<file path="config.mk">
export PLATFORM = sky130hd
export DESIGN_NAME = serdes_deserializer
export DESIGN_NICKNAME = d
export VERILOG_FILES = /design/src/rtl/serdes_deserializer_pkg.sv /design/src/rtl/deser_shift_reg.sv /design/src/rtl/serdes_deserializer.sv
export SDC_FILE = /design/constraint.sdc
export NUM_CORES = 1
export LEC_CHECK = 0
export CAP_MARGIN = 15
export CORE_UTILIZATION = 59
export DETAILED_ROUTE_END_ITERATION = 7
export GPL_ROUTABILITY_DRIVEN = 1
export MAX_ROUTING_LAYER = met4
export PLACE_DENSITY = 0.83
export SLEW_MARGIN = 20
export SYNTH_ARGS = -nofsm -noshare
export SYNTH_HDL_FRONTEND = slang
export SYNTH_SLANG_ARGS = --single-unit
</file>
<file path="constraint.sdc">
create_clock -name clk -period 3 [get_ports clk]
set_input_delay 0.6 -clock clk [delete_from_list [all_inputs] [get_ports clk]]
set_output_delay 0.6 -clock clk [all_outputs]
set_load 0.05 [all_outputs]
</file>
<file path="src/rtl/serdes_deserializer_pkg.sv">
// Shared definitions for the SERDES receive path: state encodings,
// the default sync pattern (common with the serializer) and a counter
// width helper.
package serdes_deserializer_pkg;

  typedef enum logic [1:0] {
    ST_HUNT   = 2'd0,
    ST_VERIFY = 2'd1,
    ST_LOCKED = 2'd2
  } state_e;

  localparam logic [7:0] SYNC_WORD_DEFAULT = 8'hBC;

  // Bits needed to hold values 0..limit; never less than one bit.
  function automatic int unsigned cnt_w(input int unsigned limit);
    return (limit < 2) ? 1 : $clog2(limit + 1);
  endfunction

endpackage

</file>
<file path="src/rtl/deser_shift_reg.sv">
// MSB-first serial-to-parallel shift register. Presents the candidate
// word (stored history plus the incoming bit) and a combinational flag
// that is high when that candidate equals the sync pattern.
module deser_shift_reg
  import serdes_deserializer_pkg::*;
#(
  parameter int              WIDTH     = 8,
  parameter logic [WIDTH-1:0] SYNC_WORD = WIDTH'(SYNC_WORD_DEFAULT)
) (
  input  logic             clk_i,
  input  logic             rst_i,
  input  logic             bit_valid_i,
  input  logic             sdata_i,
  output logic [WIDTH-1:0] cand_o,
  output logic             sync_hit_o
);

  // Only WIDTH-1 bits of history are needed; the newest bit comes from sdata_i.
  logic [WIDTH-2:0] shreg_q;

  assign cand_o     = {shreg_q, sdata_i};
  assign sync_hit_o = (cand_o == SYNC_WORD);

  // Shift in one bit per qualified strobe; hold otherwise.
  always_ff @(posedge clk_i or posedge rst_i) begin
    if (rst_i) begin
      shreg_q <= '0;
    end else if (bit_valid_i) begin
      shreg_q <= cand_o[WIDTH-2:0];
    end
  end

endmodule

</file>
<file path="src/rtl/serdes_deserializer.sv">
// Receive end of the SERDES link: hunts for the sync word bit by bit,
// verifies alignment over several frames, then emits payload words.
// Repeated sync-slot misses while locked drop the link back to hunting.
module serdes_deserializer
  import serdes_deserializer_pkg::*;
#(
  parameter int               WIDTH         = 8,
  parameter logic [WIDTH-1:0] SYNC_WORD     = WIDTH'(SYNC_WORD_DEFAULT),
  parameter int               PAYLOAD_WORDS = 4,
  parameter int               LOCK_COUNT    = 2,
  parameter int               MISS_LIMIT    = 3
) (
  input  logic             clk,
  input  logic             rst,
  input  logic             sdata,
  input  logic             bit_valid,
  output logic [WIDTH-1:0] data_out,
  output logic             data_valid,
  output logic             frame_start,
  output logic             locked,
  output logic             sync_err,
  output logic [1:0]       state
);

  localparam int BC_W  = cnt_w(WIDTH - 1);
  localparam int IDX_W = cnt_w(PAYLOAD_WORDS);
  localparam int GC_W  = cnt_w(LOCK_COUNT);
  localparam int MC_W  = cnt_w(MISS_LIMIT);

  localparam logic [BC_W-1:0]  BIT_LAST  = BC_W'(WIDTH - 1);
  localparam logic [IDX_W-1:0] IDX_LAST  = IDX_W'(PAYLOAD_WORDS);
  localparam logic [GC_W-1:0]  GOOD_LAST = GC_W'(LOCK_COUNT - 1);
  localparam logic [MC_W-1:0]  MISS_LAST = MC_W'(MISS_LIMIT - 1);

  logic [WIDTH-1:0] cand;
  logic             sync_hit;

  state_e           state_q, state_d;
  logic [BC_W-1:0]  bit_cnt_q, bit_cnt_d;
  logic [IDX_W-1:0] word_idx_q, word_idx_d;
  logic [GC_W-1:0]  good_cnt_q, good_cnt_d;
  logic [MC_W-1:0]  miss_cnt_q, miss_cnt_d;
  logic [WIDTH-1:0] data_out_q, data_out_d;
  logic             data_valid_q, data_valid_d;
  logic             frame_start_q, frame_start_d;
  logic             locked_q, locked_d;
  logic             sync_err_q, sync_err_d;

  logic             word_done;
  logic [IDX_W-1:0] idx_next;

  deser_shift_reg #(
    .WIDTH     (WIDTH),
    .SYNC_WORD (SYNC_WORD)
  ) u_shift (
    .clk_i       (clk),
    .rst_i       (rst),
    .bit_valid_i (bit_valid),
    .sdata_i     (sdata),
    .cand_o      (cand),
    .sync_hit_o  (sync_hit)
  );

  assign word_done = (bit_cnt_q == BIT_LAST);
  assign idx_next  = (word_idx_q >= IDX_LAST) ? '0 : word_idx_q + IDX_W'(1);

  // Next-state, counter and output decode; pulses default low every cycle.
  always_comb begin
    state_d       = state_q;
    bit_cnt_d     = bit_cnt_q;
    word_idx_d    = word_idx_q;
    good_cnt_d    = good_cnt_q;
    miss_cnt_d    = miss_cnt_q;
    data_out_d    = data_out_q;
    data_valid_d  = 1'b0;
    frame_start_d = 1'b0;
    sync_err_d    = 1'b0;

    if (bit_valid) begin
      unique case (state_q)
        ST_HUNT: begin
          if (sync_hit) begin
            bit_cnt_d  = '0;
            word_idx_d = IDX_W'(1);
            if (LOCK_COUNT == 1) begin
              state_d    = ST_LOCKED;
              miss_cnt_d = '0;
            end else begin
              state_d    = ST_VERIFY;
              good_cnt_d = GC_W'(1);
            end
          end
        end

        ST_VERIFY: begin
          if (word_done) begin
            bit_cnt_d  = '0;
            word_idx_d = idx_next;
            if (word_idx_q == '0) begin
              if (sync_hit) begin
                if (good_cnt_q >= GOOD_LAST) begin
                  state_d    = ST_LOCKED;
                  miss_cnt_d = '0;
                  good_cnt_d = '0;
                end else begin
                  good_cnt_d = good_cnt_q + GC_W'(1);
                end
              end else begin
                // Misaligned: keep the shift history so hunting resumes sliding.
                state_d    = ST_HUNT;
                good_cnt_d = '0;
              end
            end
          end else begin
            bit_cnt_d = bit_cnt_q + BC_W'(1);
          end
        end

        ST_LOCKED: begin
          if (word_done) begin
            bit_cnt_d  = '0;
            word_idx_d = idx_next;
            if (word_idx_q != '0) begin
              data_out_d    = cand;
              data_valid_d  = 1'b1;
              frame_start_d = (word_idx_q == IDX_W'(1));
            end else if (sync_hit) begin
              miss_cnt_d = '0;
            end else begin
              // Flywheel through isolated misses; give up after MISS_LIMIT in a row.
              sync_err_d = 1'b1;
              if (miss_cnt_q >= MISS_LAST) begin
                state_d    = ST_HUNT;
                miss_cnt_d = '0;
              end else begin
                miss_cnt_d = miss_cnt_q + MC_W'(1);
              end
            end
          end else begin
            bit_cnt_d = bit_cnt_q + BC_W'(1);
          end
        end

        default: begin
          state_d = ST_HUNT;
        end
      endcase
    end

    locked_d = (state_d == ST_LOCKED);
  end

  // State, counters and registered outputs; async reset clears everything.
  always_ff @(posedge clk or posedge rst) begin
    if (rst) begin
      state_q       <= ST_HUNT;
      bit_cnt_q     <= '0;
      word_idx_q    <= '0;
      good_cnt_q    <= '0;
      miss_cnt_q    <= '0;
      data_out_q    <= '0;
      data_valid_q  <= 1'b0;
      frame_start_q <= 1'b0;
      locked_q      <= 1'b0;
      sync_err_q    <= 1'b0;
    end else begin
      state_q       <= state_d;
      bit_cnt_q     <= bit_cnt_d;
      word_idx_q    <= word_idx_d;
      good_cnt_q    <= good_cnt_d;
      miss_cnt_q    <= miss_cnt_d;
      data_out_q    <= data_out_d;
      data_valid_q  <= data_valid_d;
      frame_start_q <= frame_start_d;
      locked_q      <= locked_d;
      sync_err_q    <= sync_err_d;
    end
  end

  assign data_out    = data_out_q;
  assign data_valid  = data_valid_q;
  assign frame_start = frame_start_q;
  assign locked      = locked_q;
  assign sync_err    = sync_err_q;
  assign state       = state_q;

endmodule

</file>
## After elaboration in Yosys (flattened, before gate mapping)

Cells that the tools add are included.

| cells by class | value |
|---|---|
| $add $sub $neg | 4 |
| $lt $le $gt $ge | 3 |
| eq/ne operators | 14 |
| mux-type cells | 46 |
| reductions and logical operators | 12 |

Operators with widths:

| operator | count |
|---|---|
| $mux 2 | 23 |
| $mux 3 | 5 |
| $ne 2x2->1 const B | 7 |
| $mux 1 | 13 |
| $pmux 3 s2 | 2 |
| $eq 8x8->1 const B | 1 |
| $pmux 2 s2 | 2 |
| $reduce_and 4->1 | 2 |
| $reduce_and 8->1 | 1 |
| $add 3x1->3 const B | 2 |
| $pmux 2 s3 | 1 |
| $reduce_bool 2->1 | 3 |
| $reduce_and 5->1 | 1 |
| $add 2x1->2 const B | 2 |
| $eq 2x2->1 const B | 2 |
| $eq 3x1->1 const B | 1 |
| $eq 3x3->1 const B | 1 |
| $ge 3x3->1 const B | 1 |
| $logic_not 3->1 | 1 |
| $reduce_and 3->1 | 1 |
| $reduce_bool 3->1 | 1 |
| $eq 2x1->1 const B | 1 |
| $ge 2x1->1 const B | 1 |
| $ge 2x2->1 const B | 1 |
| 3 further kinds | 3 |

| storage, ports and cells | value |
|---|---|
| flip-flop bits (word level) | 31 |
| input bits | 4 |
| output and inout bits | 14 |
| word-level logic and storage cells | 90 |

## Depth between registers and ports, before layout

Gate-level depths: netlist of run 1.

| logic depth | value |
|---|---|
| word-level depth | 8 |
| gate-level depth with buffers | 7 |
| gate-level depth less buffers | 7 |

## Modules after synthesis

A second synthesis of run 1 with hierarchy kept.

| unflattened totals | value |
|---|---|
| cells, all modules | 137 |
| area total of the unflattened synthesis | 1609.0 µm² |

By module, submodules not included:

| module | instances | cells an instance | area each (µm²) | seq. area each (µm²) |
|---|---|---|---|---|
| serdes_deserializer | 1 | 117 | 1282.5 | 600.6 |
| deser_shift_reg | 1 | 20 | 326.6 | 175.2 |

## Least setup slack after synthesis of run 1

OpenSTA, ideal clock, no wires.

| path | value |
|---|---|
| path kind | register to register |
| start | reg state_q[0], in the netlist state[0] |
| end | reg miss_cnt_q[0] |
| library setup time | 0.065 ns |
| data arrival time | 1.890 ns |
| required time | 2.935 ns |
| slack | 1.045 ns |
| cell stages (with the launch flop) | 7 |
| buffers on the path | 1 |
| clock period less this slack | 1.955 ns |
| cell sequence | dfrtp_1 inv_1 ha_1 clkbuf_1 o2111ai_1 nor3_1 mux2_2 |

| between the ends | value |
|---|---|
| cells in the longest elaborated chain, start to end | 3 |
| elaborated cells on any way between the ends | 11 |
| those cells by class | eq/ne (8); mux (1); reduce/logical (2) |

RTL lines:

| what | RTL line | text |
|---|---|---|
| start, declared | serdes_deserializer.sv:38 | `state_e state_q, state_d;` |
| start signal, assigned | serdes_deserializer.sv:167 | `state_q <= state_d;` |
| $eq 2x2->1 / $eq 2x1->1 (equally long branches) | serdes_deserializer.sv:80 | `unique case (state_q)` |
| $ne 2x2->1 (no source line) / $reduce_bool 2->1 (equally long branches) | n/a |  |
| $reduce_and 8->1 (no source line) | n/a |  |
| end signal, assigned | serdes_deserializer.sv:171 | `miss_cnt_q <= miss_cnt_d;` |
| end, declared | serdes_deserializer.sv:42 | `logic [MC_W-1:0] miss_cnt_q, miss_cnt_d;` |

Several ways; a longest one is shown, not always the timed one.
A chain may end at the register's enable or synchronous reset.

## Worst setup path after layout of run 1

| path | value |
|---|---|
| start | reg state_q[0], in the netlist state[0] |
| end | out state[0] |

RTL lines:

| what | RTL line | text |
|---|---|---|
| end, declared | serdes_deserializer.sv:22 | `output logic [1:0] state` |

No word-level cell between the ends.

==> metrics.txt, run 1 <==
VDD IR-drop max=0.000453 V; wire per inst=15.0 microns; Initial Util=0.621; clk sink count=31; largest net degree at the start of global routing=32; Worst Path Arrival=1.64 ns; Buf/Inv on CP=1; Internal Power=658 uW; max cap viols=0; first-pass GRT wire length=4510 microns; Top FF cell, synth=dfrtp_1; Slew HR=0.648; area of the core=0.00248 sq mm; min-delay worst type=register to register; Crit. End Element=output pin; # port buffers=17; CP startpoint=state[0]; critical-path maximum fanout=6; drt first pass iters=4; register share of total power=0.549; DIE AREA=0.00281 sq mm; P_sw=302 uW; pwr dens=539 mW/mm^2; max-slew violation count=0; sequential fraction of the synthesis area=0.504; Post-CTS Setup Inserts=0; multi-input logic area=707 sq um; # H-tree levels=2; Crit path max-delay family=buffers and inverters; DRT iter0 DRCs=9; Fill cells=183; number of global-route vias before repair=989; Clk pwr share=0.219; Worst Setup Start Kind=register; Setup CP Type=register to output pin; GP Congestion=0.844; CTS hold repair buffers=0; Synth Instances=122; logic gate share of total power=0.232; worst path required time=2.40 ns; Worst-Margin Slew=0.528 ns; setup TNS=0 ns; Die Y=53.1 microns; Vias/cell=5.87; DRC Markers=0; share of layout cells above drive strength 1=0.217; run status=finished clean; CTS Buf Count=5; Syn Nets=136; switch share=0.315; Tcrit/Tclk final=0.748; WL final=2600 microns; # setup viols final=0; final net count=158; Rows=18; clock-pin transition on the worst setup and hold timing paths=0.09 ns; io pins=18; synthesis-stage register bit count=31; cell leakage power=0.000842 uW; RR Startpoint=bit_cnt_q[0]; via count=1016; Area Overhead vs Synth=15.8%; Worst Skew=0.0147 ns; Max Buffers Root-to-Sink=2; post-synthesis cell area=0.00154 sq mm; gr ovfl total=0; Antenna diodes=0; Hold Violations, Final=0; Die Wd=53.1 microns; Post-synth EDFFs=0; Cell Chain, Critical Path=clkdlybuf4s50_1; Synth Warn #=0; CTS tree=done; Worst-Skew Late Latency=0.33 ns; register area=776 sq um; ys async rst share=1.00; crit path time final=2.24 ns; cts repair resizes=0; Detailed Place HPWL=1930 microns; min-delay src=bit_cnt_q[1]; Final Hold Slack=0.506 ns; fmax=0.446 GHz; Worst path slowest cell=clkdlybuf4s50_1; RSZ-0062 raised after global routing=false; Root Driver=clkbuf_4; post-synthesis cell type count=34; initial antenna violation count=0; GRT Total Usage=0.247; crit-path max cell delay=0.84 ns; syn avg cell area=12.6 sq um; antenna viol nets, final=0
==> synthesized netlist by cell type (2+ instances only) <==
cell type	instances	share of area
inv_1	11	0.027
a21oi_1	3	0.0098
dfrtp_1	31	0.50
nor3_1	2	0.0065
o21ai_0	5	0.016
nor2_1	3	0.0073
and3_1	2	0.0081
mux2_2	17	0.12
nand2_1	6	0.015
buf_2	2	0.0065
ha_1	10	0.081
mux2i_1	4	0.026
nand3_1	3	0.0098
a32o_1	3	0.020
==> sequential cells by signal, summed over array words and instances (netlist names) <==
register	cells
data_out	8
good_cnt_q	2
u_shift.shreg_q	7
word_idx_q	3
frame_start	1
miss_cnt_q	2
state	2
bit_cnt_q	3
data_valid	1
locked	1
sync_err	1
==> cell usage in the layout, fill, tap and decap left out, types with 4 or more instances in the layout <==
cell type         n
dfrtp_1          31
inv_1            11
nand2_1           6
mux2_2           17
mux2i_1           4
clkdlybuf4s50_1  17
o21ai_0           5
clkbuf_4          5
ha_1             10
==> final cells by class <==
type | instances | share of cell area
flip-flops and latches | 31 | 0.436
multi-input cells | 77 | 0.397
repair buffers | 18 | 0.0998
clock buffers | 6 | 0.0232
inverters | 11 | 0.0232
well taps | 30 | 0.0211
==> power by group through the flow <==
stage / Sequential [uW] / Combinational, uW / Clock (uW)
floorplan: 532 / 168 / 0
global placement: 531 / 209 / 0
detailed placement: 535 / 224 / 0
CTS: 527 / 225 / 217
global route: 536 / 255 / 234
finish: 526 / 223 / 210
==> per-layer routing <==
metal  vias up  track usage  routed length (microns)
met2        23        0.384                     1310
met3         5       0.0920                      134
met5         -            -                        0
met1       502        0.280                     1100
li1        486            -                        -
met4         0        0.118                       53
==> final timing paths <==
kind                                            to  slack (ns)  cells past startpoint
worst max register to register              locked        0.94                      7
worst max-delay path                      state[0]        0.76                      1
max in group asynchronous               data_valid        2.08                      3
worst min-delay path                  bit_cnt_q[1]        0.51                      1
worst min register to register        bit_cnt_q[1]        0.51                      1
min in group asynchronous       u_shift.shreg_q[3]        0.63                      3
==> cells by family after synthesis <==
| logic type | synth area share |
|---|---|
| flip-flops | 0.504 |
| AND/OR/NAND/NOR | 0.127 |
| multiplexers | 0.160 |
| AO/OA/AOI/OAI | 0.0911 |
| buffers and inverters | 0.0358 |
| adder cells (fa/ha/maj) | 0.0814 |
==> through the flow <==
step	std cells	util	worst slack (ns)	power, uW	area (sq um)
floorplan	122	-	1.05	699	1540
global placement	167	0.702	0.521	741	1740
detailed placement	167	0.702	0.491	759	1740
CTS	173	0.719	0.754	969	1780
global route	173	0.719	0.683	1020	1780
finish	173	0.719	0.757	960	1780
(Power assumes the default switching activity.)
==> inputs of run 2 (changes only) <==
Settings changed: CORE_UTILIZATION 59 to 54, PLACE_DENSITY 0.83 to 0.77.
Clock period 3 ns to 2.1 ns, I/O delays scaled along.
==> run 2 against run 1 <==
  * Worst setup slack got worse by 0.66 ns
  * Critical path type unchanged
  * Routed wire length is 8.8% higher
  * Utilization grew 0.31 points
  * Flip-flop and latch count unchanged
  * Highest routed layer unchanged
  * Clock skew decreased by 0.0094 ns
  * Largest cell class unchanged
  * Sequential power up 43%
  * Sequential share of layout area shrank 2.1 points
==> metrics.txt, run 2 (synthesized netlist as in run 1, its figures left out) <==
Final Hold Slack=0.449 ns (-0.0570 ns); critical-path maximum fanout=5 (-1); CTS hold repair buffers=0 (unchanged); area of the core=0.00259 sq mm (+4.5%); initial antenna violation count=0 (unchanged); WL final=2830 microns (+8.8%); run status=finished clean; DIE AREA=0.00307 sq mm (+8.9%); Global Route met3 Usage=0.0726 (-0.0194); DRT iter0 DRCs=31 (+22); # setup viols final=0 (unchanged); io pins=18 (unchanged); r2r setup slk=0.14 ns (-0.80 ns); via count=1057 (+4.0%); share of layout cells above drive strength 1=0.270 (+0.0530); Largest register FFs=8 (unchanged); Hold Violations, Final=0 (unchanged); Worst path slowest cell=clkdlybuf4s50_1; Worst Skew=0.00528 ns (-0.00943 ns); GRT Total Usage=0.212 (-0.0345); # port buffers=17 (unchanged); Tcrit/Tclk final=0.953; Setup CP Type=register to output pin; met1 Use GR=0.243 (-0.0363); crit-path max cell delay=0.83 ns (about the same); Worst Setup Start Kind=register; largest net degree at the start of global routing=32 (unchanged); gr ovfl total=0 (unchanged); RR Startpoint=bit_cnt_q[0]; Non-Filler Instances=182 (+5.2%); min-delay worst type=primary input to async pin; max-slew violation count=0 (unchanged); Cell Chain, Critical Path=clkdlybuf4s50_1; Crit path max-delay family=buffers and inverters; Worst-Skew Late Latency=0.34 ns (about the same); CTS tree=done; # H-tree levels=2 (unchanged); number of global-route vias before repair=1073 (+8.5%); CTS Buf Count=5 (unchanged); Die Y=55.4 microns (+4.4%); R2R Path End=locked; final net count=165 (+4.4%); multi-input logic area=713 sq um (+0.88%); met2 Use GR=0.336 (-0.0483); most frequent cells in the layout=dfrtp_1, mux2_2, clkdlybuf4s50_1; first-pass GRT wire length=4840 microns (+7.5%); max cap viols=0 (unchanged); Initial Util=0.594 (-0.0270); Top Usage Layer GRT=met2; Antenna diodes=0 (unchanged); Buf/Inv on CP=1 (unchanged); Worst Path Arrival=1.58 ns (-0.06 ns); Max Buffers Root-to-Sink=2 (unchanged); register area=776 sq um (unchanged); Crit. End Element=output pin; Rows=18 (unchanged); most common cell after layout, fill and taps aside=dfrtp_1; total placed cells including tap cells=174 (+4.2%); clk sink count=31 (unchanged); Detailed Place HPWL=1980 microns (+2.8%); worst path required time=1.68 ns (-0.72 ns); Root Driver=clkbuf_4; drt first pass iters=4 (unchanged); crit path time final=2.00 ns; cell leakage power=0.000910 uW (+8.2%); Die Wd=55.4 microns (+4.4%); DRC Markers=0 (unchanged); Vias/cell=5.81 (-1.1%); wire per inst=15.6 microns (+3.4%); antenna viol nets, final=0 (unchanged); RSZ-0062 raised after global routing=false; VDD IR-drop max=0.000769 V (+70%); fmax=0.500 GHz; Area Overhead vs Synth=21.6%; GP Congestion=0.872 (+3.3%); Slew HR=0.658 (+0.0106); Worst-Margin Slew=0.511 ns (-0.0174 ns); Reg2Reg Depth=7 (unchanged); Fill cells=166 (-9.3%); pwr dens=794 mW/mm^2 (+47%); clock-pin transition on the worst setup and hold timing paths=0.10 ns (about the same)
[run 2: worst max path at each step]
stage                      start       endpoint  slack, ns  cells after the start
finish                  state[1]       state[1]        0.1                      1
detailed placement         sdata         locked      -0.07                      6
floorplan               state[0]  miss_cnt_q[0]       0.15                      6
global placement           sdata         locked      -0.04                      6
global route        bit_cnt_q[0]         locked       0.03                      7
CTS                     state[0]       state[0]       0.03                      1
[run 2: layout make-up]
type | instances | area share
sequential | 31 | 0.415
inverter | 11 | 0.0221
multi-input combinational | 77 | 0.382
clock buffer | 8 | 0.0368
tap | 30 | 0.0201
timing repair buffer | 25 | 0.124
[run 2: layer usage]
layer	wire length [microns]	part of all wire	up-vias
li1	-	-	501
met1	1280	0.45	522
met2	1370	0.48	26
met3	130	0.046	8
met4	56	0.020	0
met5	0	0	-
[run 2: per-stage QoR]
step	setup TNS, ns	power, uW	util	cell area, sq um	setup WS [ns]
2_1_floorplan	0	999	-	1540	0.145
3_3_place_gp	-0.0704	1070	0.692	1790	-0.0359
6_report	0	1480	0.722	1870	0.0989
4_1_cts	0	1490	0.718	1860	0.0349
3_5_place_dp	-0.258	1090	0.692	1790	-0.0652
5_1_grt	0	1560	0.722	1870	0.0263
[run 2: timing repair]
item                       CTS  global route
setup buffers                0             0
setup endpoints to repair    0             2
gates resized for setup      0             2
[run 2: report_power, final]
| group | total [uW] | switching (uW) | internal (uW) |
|---|---|---|---|
| registers | 752 | 79.2 | 673 |
| clock network | 403 | 206 | 197 |
| logic | 329 | 173 | 156 |
